==> src/rtl/seq_detect_pkg.sv <==
// rtl/seq_detect_pkg.sv - shared types, legality limits and compare-mask helper for seq_detect_param
package seq_detect_pkg;

  typedef enum logic [1:0] {
    DISABLED = 2'd0,
    FILL     = 2'd1,
    ARMED    = 2'd2
  } state_t;

  localparam int MIN_LEN_LIMIT = 2;
  localparam int MAX_LEN_LIMIT = 32;

  // Ones in the low len bit positions; callers truncate to their own MAX_LEN.
  function automatic logic [MAX_LEN_LIMIT-1:0] len_mask(input int unsigned len);
    if (len >= MAX_LEN_LIMIT) return '1;
    return (MAX_LEN_LIMIT'(1) << len) - MAX_LEN_LIMIT'(1);
  endfunction

endpackage

==> src/rtl/seq_detect_param_if.sv <==
// rtl/seq_detect_param_if.sv - configuration, serial input and status signals of seq_detect_param
interface seq_detect_param_if #(
  parameter int MAX_LEN = 8,
  parameter int CNT_W   = 8,
  parameter int LEN_W   = $clog2(MAX_LEN + 1)
);
  logic               cfg_we;
  logic [MAX_LEN-1:0] cfg_pattern;
  logic [LEN_W-1:0]   cfg_len;
  logic               cfg_overlap;
  logic               inp_valid;
  logic               inp_bit;
  logic               count_clr;
  logic               seq_seen;
  logic               cfg_err;
  logic               armed;
  logic [CNT_W-1:0]   match_count;

  modport master (
    output cfg_we, cfg_pattern, cfg_len, cfg_overlap, inp_valid, inp_bit, count_clr,
    input  seq_seen, cfg_err, armed, match_count
  );

  modport slave (
    input  cfg_we, cfg_pattern, cfg_len, cfg_overlap, inp_valid, inp_bit, count_clr,
    output seq_seen, cfg_err, armed, match_count
  );
endinterface

==> src/rtl/seq_match_counter.sv <==
// rtl/seq_match_counter.sv - saturating match counter with synchronous clear (clear wins over increment)
module seq_match_counter #(
  parameter int CNT_W = 8
) (
  input  logic             clk,
  input  logic             reset,
  input  logic             inc,
  input  logic             clr,
  output logic [CNT_W-1:0] count
);

  always_ff @(posedge clk or posedge reset) begin
    if (reset) begin
      count <= '0;
    end else if (clr) begin
      count <= '0;
    end else if (inc && (count != '1)) begin
      count <= count + CNT_W'(1);
    end
  end

endmodule

==> src/rtl/seq_detect_param.sv <==
// rtl/seq_detect_param.sv - runtime-programmable serial pattern detector, overlapping or non-overlapping
// Optional match counter compiled in with SEQ_DETECT_MATCH_CNT_EN.
import seq_detect_pkg::*;

module seq_detect_param #(
  parameter int MAX_LEN = 8,
  parameter int CNT_W   = 8,
  parameter int LEN_W   = $clog2(MAX_LEN + 1)
) (
  input  logic             clk,
  input  logic             reset,
  seq_detect_param_if.slave bus
);

  state_t             state_q, state_d;
  // Only MAX_LEN-1 bits are stored: the oldest bit of a full-length window
  // is never needed again after the compare that shifts it out.
  logic [MAX_LEN-2:0] hist_q, hist_d;
  logic [LEN_W-1:0]   fill_q, fill_d, fill_inc;
  logic [MAX_LEN-1:0] pat_q, pat_d;
  logic [LEN_W-1:0]   len_q, len_d;
  logic               ovl_q, ovl_d;
  logic               seen_q, seen_d;
  logic               err_q, err_d;
  logic               armed_q, armed_d;
  logic [MAX_LEN-1:0] shifted;
  logic [MAX_LEN-1:0] mask;
  logic               cfg_legal;
  logic               hit;

  assign cfg_legal = (bus.cfg_len != '0) && (bus.cfg_len <= LEN_W'(MAX_LEN));
  assign mask      = MAX_LEN'(len_mask(32'(len_q)));
  assign shifted   = {hist_q, bus.inp_bit};
  assign hit       = ((shifted ^ pat_q) & mask) == '0;
  assign fill_inc  = (fill_q == len_q) ? len_q : fill_q + LEN_W'(1);

  always_comb begin
    state_d = state_q;
    hist_d  = hist_q;
    fill_d  = fill_q;
    pat_d   = pat_q;
    len_d   = len_q;
    ovl_d   = ovl_q;
    seen_d  = 1'b0;
    err_d   = 1'b0;

    if (bus.cfg_we) begin
      if (cfg_legal) begin
        pat_d   = bus.cfg_pattern;
        len_d   = bus.cfg_len;
        ovl_d   = bus.cfg_overlap;
        hist_d  = '0;
        fill_d  = '0;
        state_d = FILL;
      end else begin
        err_d   = 1'b1;
        state_d = DISABLED;
      end
    end else if (bus.inp_valid && (state_q != DISABLED)) begin
      hist_d = shifted[MAX_LEN-2:0];
      fill_d = fill_inc;
      if (fill_inc == len_q) begin
        state_d = ARMED;
        if (hit) begin
          seen_d = 1'b1;
          if (!ovl_q) begin
            fill_d  = '0;
            state_d = FILL;
          end
        end
      end
    end

    armed_d = (state_d == ARMED);
  end

  always_ff @(posedge clk or posedge reset) begin
    if (reset) begin
      state_q <= DISABLED;
      hist_q  <= '0;
      fill_q  <= '0;
      pat_q   <= '0;
      len_q   <= '0;
      ovl_q   <= 1'b0;
      seen_q  <= 1'b0;
      err_q   <= 1'b0;
      armed_q <= 1'b0;
    end else begin
      state_q <= state_d;
      hist_q  <= hist_d;
      fill_q  <= fill_d;
      pat_q   <= pat_d;
      len_q   <= len_d;
      ovl_q   <= ovl_d;
      seen_q  <= seen_d;
      err_q   <= err_d;
      armed_q <= armed_d;
    end
  end

  assign bus.seq_seen = seen_q;
  assign bus.cfg_err  = err_q;
  assign bus.armed    = armed_q;

`ifdef SEQ_DETECT_MATCH_CNT_EN
  seq_match_counter #(
    .CNT_W (CNT_W)
  ) u_match_counter (
    .clk   (clk),
    .reset (reset),
    .inc   (seen_d),
    .clr   (bus.count_clr),
    .count (bus.match_count)
  );
`else
  logic count_clr_unused;
  assign count_clr_unused = bus.count_clr;
  assign bus.match_count  = CNT_W'(0);
`endif

endmodule

==> src/flat_wrapper.sv <==
// flat-port wrapper written by rule: the top's interface ports become plain ports
module seq_detect_param_flat 
#(
  parameter int MAX_LEN = 8,
  parameter int CNT_W   = 8,
  parameter int LEN_W   = $clog2(MAX_LEN + 1)
)
  (clk, reset, bus_cfg_we, bus_cfg_pattern, bus_cfg_len, bus_cfg_overlap, bus_inp_valid, bus_inp_bit, bus_count_clr, bus_seq_seen, bus_cfg_err, bus_armed, bus_match_count);
  seq_detect_param_if #(.MAX_LEN(MAX_LEN), .CNT_W(CNT_W), .LEN_W(LEN_W)) bus_i ();
  input  logic clk;
  input  logic reset;
  input wire logic [$bits(bus_i.cfg_we)-1:0] bus_cfg_we;
  input wire logic [$bits(bus_i.cfg_pattern)-1:0] bus_cfg_pattern;
  input wire logic [$bits(bus_i.cfg_len)-1:0] bus_cfg_len;
  input wire logic [$bits(bus_i.cfg_overlap)-1:0] bus_cfg_overlap;
  input wire logic [$bits(bus_i.inp_valid)-1:0] bus_inp_valid;
  input wire logic [$bits(bus_i.inp_bit)-1:0] bus_inp_bit;
  input wire logic [$bits(bus_i.count_clr)-1:0] bus_count_clr;
  output wire logic [$bits(bus_i.seq_seen)-1:0] bus_seq_seen;
  output wire logic [$bits(bus_i.cfg_err)-1:0] bus_cfg_err;
  output wire logic [$bits(bus_i.armed)-1:0] bus_armed;
  output wire logic [$bits(bus_i.match_count)-1:0] bus_match_count;
  assign bus_i.cfg_we = bus_cfg_we;
  assign bus_i.cfg_pattern = bus_cfg_pattern;
  assign bus_i.cfg_len = bus_cfg_len;
  assign bus_i.cfg_overlap = bus_cfg_overlap;
  assign bus_i.inp_valid = bus_inp_valid;
  assign bus_i.inp_bit = bus_inp_bit;
  assign bus_i.count_clr = bus_count_clr;
  assign bus_seq_seen = bus_i.seq_seen;
  assign bus_cfg_err = bus_i.cfg_err;
  assign bus_armed = bus_i.armed;
  assign bus_match_count = bus_i.match_count;
  seq_detect_param #(.MAX_LEN(MAX_LEN), .CNT_W(CNT_W), .LEN_W(LEN_W)) u_core (.clk(clk), .reset(reset), .bus(bus_i));
endmodule
==> config.mk <==
export PLATFORM = sky130hd
export DESIGN_NAME = seq_detect_param_flat
export DESIGN_NICKNAME = d
export VERILOG_FILES = /design/src/rtl/seq_detect_pkg.sv /design/src/rtl/seq_detect_param_if.sv /design/src/rtl/seq_match_counter.sv /design/src/rtl/seq_detect_param.sv /design/src/flat_wrapper.sv
export SDC_FILE = /design/constraint.sdc
export NUM_CORES = 1
export LEC_CHECK = 0
export ABC_AREA = 0
export CAP_MARGIN = 20
export CELL_PAD_IN_SITES_DETAIL_PLACEMENT = 0
export CELL_PAD_IN_SITES_GLOBAL_PLACEMENT = 1
export CORE_AREA = 2 2 66 68
export DETAILED_ROUTE_END_ITERATION = 7
export DIE_AREA = 0 0 68 70
export PLACE_DENSITY = 0.86
export SYNTH_ARGS = -nofsm -noshare
export SYNTH_HDL_FRONTEND = slang
export SYNTH_SLANG_ARGS = --single-unit
==> constraint.sdc <==
create_clock -name clk -period 5.23 [get_ports clk]
set_input_delay 0.523 -clock clk [delete_from_list [all_inputs] [get_ports clk]]
set_output_delay 0.523 -clock clk [all_outputs]
set_load 0.01 [all_outputs]
Word-level counts from Yosys, hierarchy flattened
Cells that the tools add are included. W data, S select, Z words.

Word-level logic and storage cells: 49. Register bits: 29. Bits of input ports: 19.

Reductions and logical operators: 8. Magnitude comparators: 1. Muxes and demuxes: 22. Equality and inequality tests: 4. Shifts and indexed selects: 1. Bitwise operators: 2. Add/subtract/negate cells: 2.

Operators with widths (count): $mux W4 (7); $mux W7 (3); $mux W2 (5); $and A8 B8 Y8 (1); $eq A4 B4 Y1 (2); $logic_not A8 Y1 (1); $shl A1 B4 Y8 const A (1); $sub A8 B2 Y8 const B (1); $xor A8 B8 Y8 (1); $mux W1 (7); $add A4 B1 Y4 const B (1); $le A4 B4 Y1 const B (1); $reduce_and A2 Y1 (2); $reduce_bool A2 Y1 (2); $reduce_bool A4 Y1 (1); $eq A2 B2 Y1 const B (1); $logic_and A1 B1 Y1 (2); $ne A2 B1 Y1 const B (1).

Logic depth before layout (Yosys ltp)
Gate-level depths: netlist of run 1.

Word-level depth: 9. Depth in mapped cells: 11.

Least setup slack after synthesis of run 1
Ideal clock, no wire load.

Path kind: register -> register. Start: register u_core.len_q[3]. End: register u_core.fill_q[1]. Path slack: 3.020 ns. Data required time: 5.103 ns. Cell stages (with the launch flop): 9. Arrival: 2.083 ns. Buffers on the path: 1. Cells stage by stage: dfrtp_1 > or4_4 > ha_1 > clkbuf_1 > xor2_1 > a211oi_2 > o211ai_2 > nor3_2 > nor2_1.

Longest elaborated chain between the ends: 8. Elaborated cells on any way between the ends: 12. Those cells by class: 1 x add/sub; 2 x eq/ne; 1 x shift; 6 x mux; 1 x bitwise; 1 x reduce/logical.

RTL lines: start: declaration (line seq_detect_param.sv:21) `logic [LEN_W-1:0] len_q, len_d;`; start signal: assignment (line seq_detect_param.sv:93) `len_q <= len_d;`; $shl A1 B4 Y8 (line seq_detect_pkg.sv:16) `return (MAX_LEN_LIMIT'(1) << len) - MAX_LEN_LIMIT'(1);`; $sub A8 B2 Y8 (line seq_detect_pkg.sv:16); $and A8 B8 Y8 (line seq_detect_param.sv:34) `assign hit = ((shifted ^ pat_q) & mask) == '0;`; $logic_not A8 Y1 (line seq_detect_param.sv:34); $mux W4 (line seq_detect_param.sv:64) `if (hit) begin`; $mux W4 * (line seq_detect_param.sv:62) `if (fill_inc == len_q) begin`; $mux W4 * (line seq_detect_param.sv:59) `end else if (bus.inp_valid && (state_q != DISABLED)) begin`; $mux W4 * (line seq_detect_param.sv:47) `if (bus.cfg_we) begin`; end signal: assignment (line seq_detect_param.sv:91) `fill_q <= fill_d;`; end: declaration (line seq_detect_param.sv:19) `logic [LEN_W-1:0] fill_q, fill_d, fill_inc;`.

Mark *: on every way between the ends. The rest lies on a longest branch, timed or not. The select of a mux whose other input is x is not followed. A chain may end at the register's enable or synchronous reset.

Worst setup path in the final report of run 1
Start: input port bus_cfg_len[1]. End: register u_core.fill_q[2].

Longest elaborated chain between the ends: 4. Elaborated cells on any way between the ends: 5. Those cells by class: 1 x order compare; 1 x eq/ne; 3 x reduce/logical.

RTL lines: start: declaration (line flat_wrapper.sv:14) `input wire logic [$bits(bus_i.cfg_len)-1:0] bus_cfg_len;`; $le A4 B4 Y1 or $reduce_bool A4 Y1 (tied branches) (line seq_detect_param.sv:31) `assign cfg_legal = (bus.cfg_len != '0) && (bus.cfg_len <= LEN_W'(MAX_LEN));`; $logic_and A1 B1 Y1 * (line seq_detect_param.sv:31); $ne A2 B1 Y1 (no source line) *; $reduce_and A2 Y1 (no source line) *.

Mark *: on every way between the ends. The rest lies on a longest branch, timed or not.

==> results of run 1 <==
worst max-delay path: cells and delay by family:
kind	cells	cell delay [ns]
buf+inv	1	0.46
compound gates	2	0.55
simple gates	3	1.00
xor+xnor	1	0.19
metal layers:
layer / track usage [%] / up-vias / part of all wire, %
met3: 4.35 / 7 / 3.9
met2: 20.7 / 29 / 45
met5: 0 / - / 0
met4: 6.00 / 0 / 1.6
li1: - / 627 / -
met1: 22.3 / 579 / 50
cells by family (layout without fill, tap and decap cells):
kind of cell / after synthesis / after routing / synth area share, %
compound gates: 33 / 33 / 14.0
xor+xnor: 17 / 17 / 8.78
fa+ha+maj: 2 / 2 / 1.48
buf+inv: 21 / 32 / 6.64
flops: 29 / 29 / 42.8
mux: 15 / 15 / 9.74
other cells: 1 / 8 / 0.221
simple gates: 56 / 56 / 16.3
power groups by stage:
| stage | combinational (mW) | sequential (mW) | clock (mW) |
|---|---|---|---|
| 3_3_place_gp | 0.200 | 0.316 | 0 |
| 2_1_floorplan | 0.179 | 0.293 | 0 |
| 6_report | 0.204 | 0.313 | 0.183 |
| 3_5_place_dp | 0.202 | 0.316 | 0 |
| 5_1_grt | 0.227 | 0.320 | 0.202 |
| 4_1_cts | 0.204 | 0.312 | 0.191 |
how the worst max path moves through the flow:
stage / from / endpoint / slack [ns]
global placement: bus_cfg_len[0] / u_core.fill_q[2] / 2.39
detailed placement: bus_cfg_len[0] / u_core.fill_q[2] / 2.38
finish: bus_cfg_len[1] / u_core.fill_q[2] / 2.65
global route: bus_cfg_len[0] / u_core.fill_q[2] / 2.48
floorplan: u_core.len_q[3] / u_core.fill_q[1] / 3.02
CTS: bus_cfg_len[0] / u_core.fill_q[2] / 2.67
registers in the layout, indices dropped and copies added (netlist names):
register and cells:
u_core.bus.cfg_err 1, u_core.bus.seq_seen 1, u_core.ovl_q 1, u_core.bus.armed 1, u_core.pat_q 8, u_core.len_q 4
u_core.fill_q 4, u_core.state_q 2, u_core.hist_q 7
cell type report:
type                    count  share of cell area (%)
multi-input cells         131                    44.5
flip-flops and latches     29                    36.5
repair buffers             22                    10.8
clock buffers               7                    4.35
well taps                  52                    3.27
inverters                   3                   0.567
cell usage in the layout (no fill, tap or decap), drive strengths merged, types with 7 or more instances in the layout:
cell type      Yosys  routed
nand3             11      11
xor2              11      11
nor2              11      11
dfrtp             29      29
clkdlybuf4s50      0      20
mux2              12      12
conb               1       8
nand2             17      17
clkbuf             5       7
metrics by stage:
step	worst slack, ns	instances	area, um2	util (%)
after floorplan	3.02	181	1720	-
after global placement	2.39	237	1900	45.9
after detailed placement	2.38	237	1900	45.9
after CTS	2.67	244	1990	47.9
after global routing	2.48	244	1990	47.9
final	2.65	244	1990	47.9
==> results.md, run 1 <==
- The net count of the finished layout is between 200 and 250.
- The die covers between 4000 and 5000 um2.
- The number of gates resized after CTS was 0.
- The number of design rule violations left after detail routing is 0.
- Among all flip-flop cells after synthesis, the most frequent one is sky130_fd_sc_hd__dfrtp_1.
- The register-to-register setup slack is 2.68 ns.
- The clock latency on the worst-skew pair is 0.27 ns.
- The post-route minimum period is 2.58 ns.
- The run finished with clean final reports.
- For the worst flop-to-flop path, the logic depth is 7.
- Cell internal power was estimated by the tool at 0.469 mW.
- The setup total negative slack is 0 ns.
- The half-perimeter wire length after placement is ~2200 um.
- The total overflow left after global routing is 0.
- Counting distinct cell types in the post-synthesis netlist gives 43.
- The worst slack on hold paths is 0.518 ns.
- Yosys printed 0 warnings.
- The region available for standard cell placement spans 4140 um2.
- The via count of the routed design is 1242.
- The final clock period utilization by the worst path is about half.
- The net switching power of the design is 0.231 mW.
- The combinational fraction of design power is 29.1%.
- In this run the remaining antenna-violating nets after routing total 0.
- From synthesis to final layout, the design area changed by 17.2%.
- Buffers inserted during clock tree synthesis total 5.
- The cell at the root of the clock tree is sky130_fd_sc_hd__clkbuf_8.
- Entering global routing, the biggest net connects 30 pins.
- The register area share after synthesis is between 40 and 50%.
- The initial utilization of the core area, before any placement, comes to 40.9%.
- The detail-routed via count per cell is just over 5.
- The required time of the critical path is 5.38 ns.
- The top cell type by area accounts for 42.8% of the synthesized area.
- For this run, the top clock speed supported by timing is 0.388 GHz.
- The per-instance average area after synthesis is around 9.7 um2.
- By area the synthesized netlist is led by sky130_fd_sc_hd__dfrtp_1 43%, sky130_fd_sc_hd__mux2_2 8.0%, sky130_fd_sc_hd__xor2_1 5.7%.
- In the final routed layout, each cell accounts on average for 13.2 um.
- The final weighted congestion of routability-driven global placement is 0.774.
- The initialized floorplan defines 24 standard-cell rows.
- The pin slew with the least headroom to its limit is 0.920 ns.
- The number of endpoints failing setup at the final stage is 0.
- The number of optimization iterations in the first detailed-route pass is 4.
- The largest buffer count on any clock path is 2.
- 0 antenna diodes ended up in the layout.
- The sort of element at the start of the critical path is a primary input.
- The wire length of the first global-routing pass is 5380 um.
- The number of filler cells placed in the layout is 403.
- On the critical path, the stage with the largest delay is an instance of sky130_fd_sc_hd__nand2_1.
- The worst setup path is of the primary input to flip-flop kind.
- Traced cell by cell, the critical path runs through clkdlybuf4s50_1, nor3_1, xnor2_1, nand2_1, a22o_1, a21oi_1, nor2_1.
- For this block, the initial DRC count from the detailed router was 44.
- The worst hold path passes through 2 cells.
- Of the total power, the share spent switching nets is between 30 and 40%.
- The number of maximum-capacitance constraint violations is 0.
- STA classifies the critical path endpoint as a flip-flop.
- The worst-case IR drop observed on VDD is roughly 0.23 mV.
- In this run the post-CTS setup repair buffer count came out at 0.
- The die boundary width is between 60 and 70 um.
- The number of port buffers is 20.
- Yosys instantiated no cell more often than sky130_fd_sc_hd__dfrtp_1.
- The worst hold path terminates at u_core.hist_q[2].
- For this design the top-level I/O count stands at 30.
- In the synthesized netlist, the cells that appear most often are 29 x sky130_fd_sc_hd__dfrtp_1, 17 x sky130_fd_sc_hd__nand2_1, 12 x sky130_fd_sc_hd__mux2_2.
- The number of pins exceeding their max-slew limit in the final report came to 0.
- The clock tree synthesis step divided the H-tree into 2 levels.
- The initial antenna violation count is 0.
- Synthesis produced a netlist whose cell count is 174.
- Summing all flip-flop and latch instances after layout gives 726 um2.
- Across every metal layer, demand over resource in global routing totals 15.1%.
- The clock network fraction of design power is 26.2%.
- Summed over all cells, the static leakage comes to 0.904 nW.
- The power density of the placed cells is 352 nW/um2.
- The number of enable flip-flop cells after synthesis is 0.
- Total power for the finished layout comes to 0.700 mW.
- The path category of the worst min-delay check is flip-flop to flip-flop.
- The height of the die is 70 um.
- The cell accounting for the most synthesized area is sky130_fd_sc_hd__dfrtp_1.
- In this run the tightest slew margin relative to its limit is 38.5%.
- In the final layout, the multi-input gates occupy between 800 and 900 um2.
- The via count of the first global-routing pass came to between 1000 and 1500.
- The hold violation total from the final report is 0.
- In this run the worst path has a maximum fanout of 23.
- For this run, the slowest stage of the critical path takes 0.57 ns.
- The area of the mapped netlist is between 1500 and 2000 um2.
- The final worst clock skew is 0.00496 ns.
- Of the cells placed in the final design, the portion with a size suffix greater than 1 is 13.0%.
- The register share of total power is between 40% and 50%.
- TritonCTS built the clock tree.
- Clock-pin slew was measured on the worst setup and hold paths at 0.06 ns.
- The fraction of registers with async set/reset is 100%.
- Setup repair after global routing left no endpoint under its margin.
- The startpoint identified for the worst hold timing path is u_core.hist_q[1].
- The synthesized flop and latch total is 29.
- The endpoint of the lowest-slack register-to-register path is u_core.fill_q[1].
- The number of buffers inserted by hold repair at cts is 0.
- The startpoint identified for the worst register-to-register timing path is u_core.len_q[3].
- The clock sink count is 29.
- The routed design has between 3000 and 4000 um of wire.
- The signal arrival time at the worst endpoint is 2.73 ns.
No activity file was read; power rests on OpenSTA's default activity.
==> run 2, diff against run 1 <==
- CORE_AREA: 2 2 66 68 -> 2 2 72 74
- DIE_AREA: 0 0 68 70 -> 0 0 74 76
- PLACE_DENSITY: 0.86 -> 0.77
- clock period: 5.23 -> 2.3 ns (I/O delays scaled with it)
==> results.md, run 2 (synthesis gave the netlist of run 1 again) <==
- The register-to-register setup slack is 0.11 ns (was 2.68 ns).
- The routed length per instance came to 12.9 um (was 13.2 um).
- The number of design rule violations left after detail routing is 0 (unchanged).
- The final worst clock skew is 0.00557 ns (was 0.00496 ns).
- The via count of the first global-routing pass is 1230 (was 1148).
- The setup total negative slack is 0 ns (unchanged).
- Unrepaired setup endpoints after global routing: no (unchanged).
- The final setup slack of the worst path was 0.111 ns (was 2.65 ns).
- The leakage power summed over all cells was 0.947 nW (was 0.904 nW).
- The count of antenna-violating nets left after detailed routing is 0 (unchanged).
- The H-tree level count is 2 (unchanged).
- The clock sink count is 29 (unchanged).
- The number of nets in the finished design is 220 (was 213).
- The peak fanout along the critical path came to 7 (was 23).
- The wire length of the first global-routing pass was 5950 um (was 5380 um).
- The aggregate global-route resource usage is 13.8% (was 15.1%).
- The busiest layer in global routing is met1 (unchanged).
- The largest buffer count on any clock path is 2 (unchanged).
- The cell area after layout came to 2080 um2 (was 1990 um2).
- The worst setup path startpoint is u_core.len_q[3] (was bus_cfg_len[1]).
- The number of buffers inserted during clock tree synthesis is 5 (unchanged).
- The largest net degree at the start of global routing came to 30 (unchanged).
- The number of maximum-capacitance constraint violations is 0 (unchanged).
- The placement row count was 26 (was 24).
- The post-route minimum period is approximately 2.2 ns.
- The CTS clock-pin slew for the worst setup and hold paths was 0.06 ns (about the same).
- The path category of the worst min-delay check is primary input to async pin (was flip-flop to flip-flop).
- The area used by sequential logic in the layout is 726 um2 (unchanged).
- The via count of the routed design is 1298 (was 1242).
- The number of flip-flops under the largest register name is 8 (unchanged).
- The register ranked first by flip-flop count is u_core.pat_q (unchanged).
- The hold violation total from the final report was 0 (unchanged).
- The starting density of the core is 34.5% (was 40.9%).
- The number of antenna cells inserted is 0 (unchanged).
- The core region area came to 4910 um2 (was 4140 um2).
- The number of port buffers was 20 (unchanged).
- The initial antenna violation count is 0 (unchanged).
- The maximum vdd ir drop is 0.360 mV (was 0.231 mV).
- The detail-routed via count per cell is 4.81 (was 5.09).
- The total area of multi-input combinational cells was 908 um2 (was 883 um2).
- The type of element capturing the critical path was a flip-flop (unchanged).
- The number of pins exceeding their max-slew limit in the final report is 0 (unchanged).
- The synthesis-to-finish area growth came to 22.9% (was 17.2%).
- The met2 layer usage reported by global route is 17.9% (was 20.7%).
- The category of the critical setup timing path is flip-flop to flip-flop (was primary input to flip-flop).
- Highest-count cells in the layout ignoring fill and taps: 29 x sky130_fd_sc_hd__dfrtp_1, 20 x sky130_fd_sc_hd__clkdlybuf4s50_1, 17 x sky130_fd_sc_hd__nand2_1, 12 x sky130_fd_sc_hd__mux2_2 (unchanged).
- The die footprint is 5620 um2 (was 4760 um2).
- The height of the die was 76 um (was 70 um).
- The number of endpoints failing setup at the final stage is 0 (unchanged).
- The final weighted congestion of routability-driven global placement came to 0.800 (was 0.774).
- The sort of element at the start of the critical path is a flip-flop (was primary input).
- The achievable frequency is roughly 0.46 GHz.
- The CTS tree is yes (unchanged).
- The most common cell after layout, fill and taps aside is sky130_fd_sc_hd__dfrtp_1 (unchanged).
- The ratio of cells with drive above 1 in the final layout was 17.5% (was 13.0%).
- The number of optimization iterations in the first detailed-route pass is 4 (unchanged).
- The signal arrival time at the worst endpoint is 2.41 ns (was 2.73 ns).
- The pre-CTS setup slack is 0.0194 ns (was 2.38 ns).
- The number of primary I/O pins is 30 (unchanged).
- Registers with the most flip-flops: u_core.pat_q (8), u_core.hist_q (7) (unchanged).
- The cell at the root of the clock tree was sky130_fd_sc_hd__clkbuf_8 (unchanged).
- The met3 capacity usage during global routing is 3.44% (was 4.35%).
- The die boundary width came to 74 um (was 68 um).
- Run status: complete, no violations (unchanged).
- The power density of the placed cells is 788 nW/um2 (was 352 nW/um2).
- The global routing usage on met1 is 21.5% (was 22.3%).
- The cell area reported after detailed placement is 1980 um2 (was 1900 um2).
- The number of filler cells placed in the layout is 469 (was 403).
- The remaining global-route overflow is 0 (unchanged).
- The startpoint of the worst-slack reg-to-reg timing path is u_core.len_q[3] (unchanged).
- The number of buffers inserted by hold repair at cts is 0 (unchanged).
- The half-perimeter wire length after placement is 2410 um (was 2180 um).
- The final clock period utilization by the worst path is between 90 and 100%.
- The overall routed net length is 3470 um (was 3230 um).
- The clock latency on the worst-skew pair is 0.28 ns (was 0.27 ns).
- The required time of the critical path is 2.53 ns (was 5.38 ns).
- The DRC marker count from the first detailed-route iteration is 62 (was 44).
## run 2: cell count changes in the layout (fill, tap and decap cells not counted), sizes merged
| cell | delta |
|---|---|
| buf | +7 |
| clkbuf | -1 |
| clkinv | +2 |
## run 2: layout make-up
| cell class | instances | share of cell area, % |
|---|---|---|
| Clock buffer | 6 | 3.48 |
| Tap cell | 70 | 4.20 |
| Sequential cell | 29 | 34.8 |
| Multi-Input combinational cell | 131 | 43.6 |
| Timing Repair Buffer | 29 | 12.9 |
| Clock inverter | 2 | 0.480 |
| Inverter | 3 | 0.541 |
## run 2: worst max-delay path, cell delays in order, from the launching register on
cell                       delay [ns]
sky130_fd_sc_hd__dfrtp_1         0.39
sky130_fd_sc_hd__or4_4           0.57
sky130_fd_sc_hd__ha_4            0.21
sky130_fd_sc_hd__xor2_1          0.17
sky130_fd_sc_hd__a211oi_2        0.21
sky130_fd_sc_hd__o211ai_2        0.19
sky130_fd_sc_hd__o21bai_2        0.22
sky130_fd_sc_hd__o311a_1         0.18
## run 2: metal layers
layer  vias to the layer above  share of wire, %
met3                         6               4.1
met5                         -                 0
met4                         0               1.9
met2                        29                43
met1                       620                51
li1                        643                 -
## run 2: power breakdown
part	total, mW	switching, mW	internal [mW]	leakage, nW
combinational	0.561	0.286	0.275	0.530
sequential	0.672	0.0829	0.589	0.372
clock	0.409	0.199	0.209	0.0450
## run 2: timing repair
action / in CTS / in global routing
gates resized for setup: 0 / 4
setup buffers: 0 / 0
hold endpoints to repair: 0 / 0
setup endpoints to repair: 0 / 7
## run 2: path summary, 6_finish.rpt
check                           cells past startpoint                 to
worst max-delay path                                7  u_core.state_q[0]
worst min-delay path                                3    u_core.pat_q[4]
worst max register to register                      7  u_core.state_q[0]
worst min register to register                      2   u_core.hist_q[3]
max in group asynchronous                           3   u_core.hist_q[4]
min in group clk                                    2   u_core.hist_q[3]
## run 2: per-stage QoR
stage	hold slack, ns	power (mW)	std cells	util, %
2_1_floorplan	0.308	1.07	181	-
3_3_place_gp	0.493	1.22	262	40.2
3_5_place_dp	0.500	1.23	262	40.2
4_1_cts	0.323	1.63	270	41.9
5_1_grt	0.369	1.75	270	42.4
6_report	0.310	1.64	270	42.4
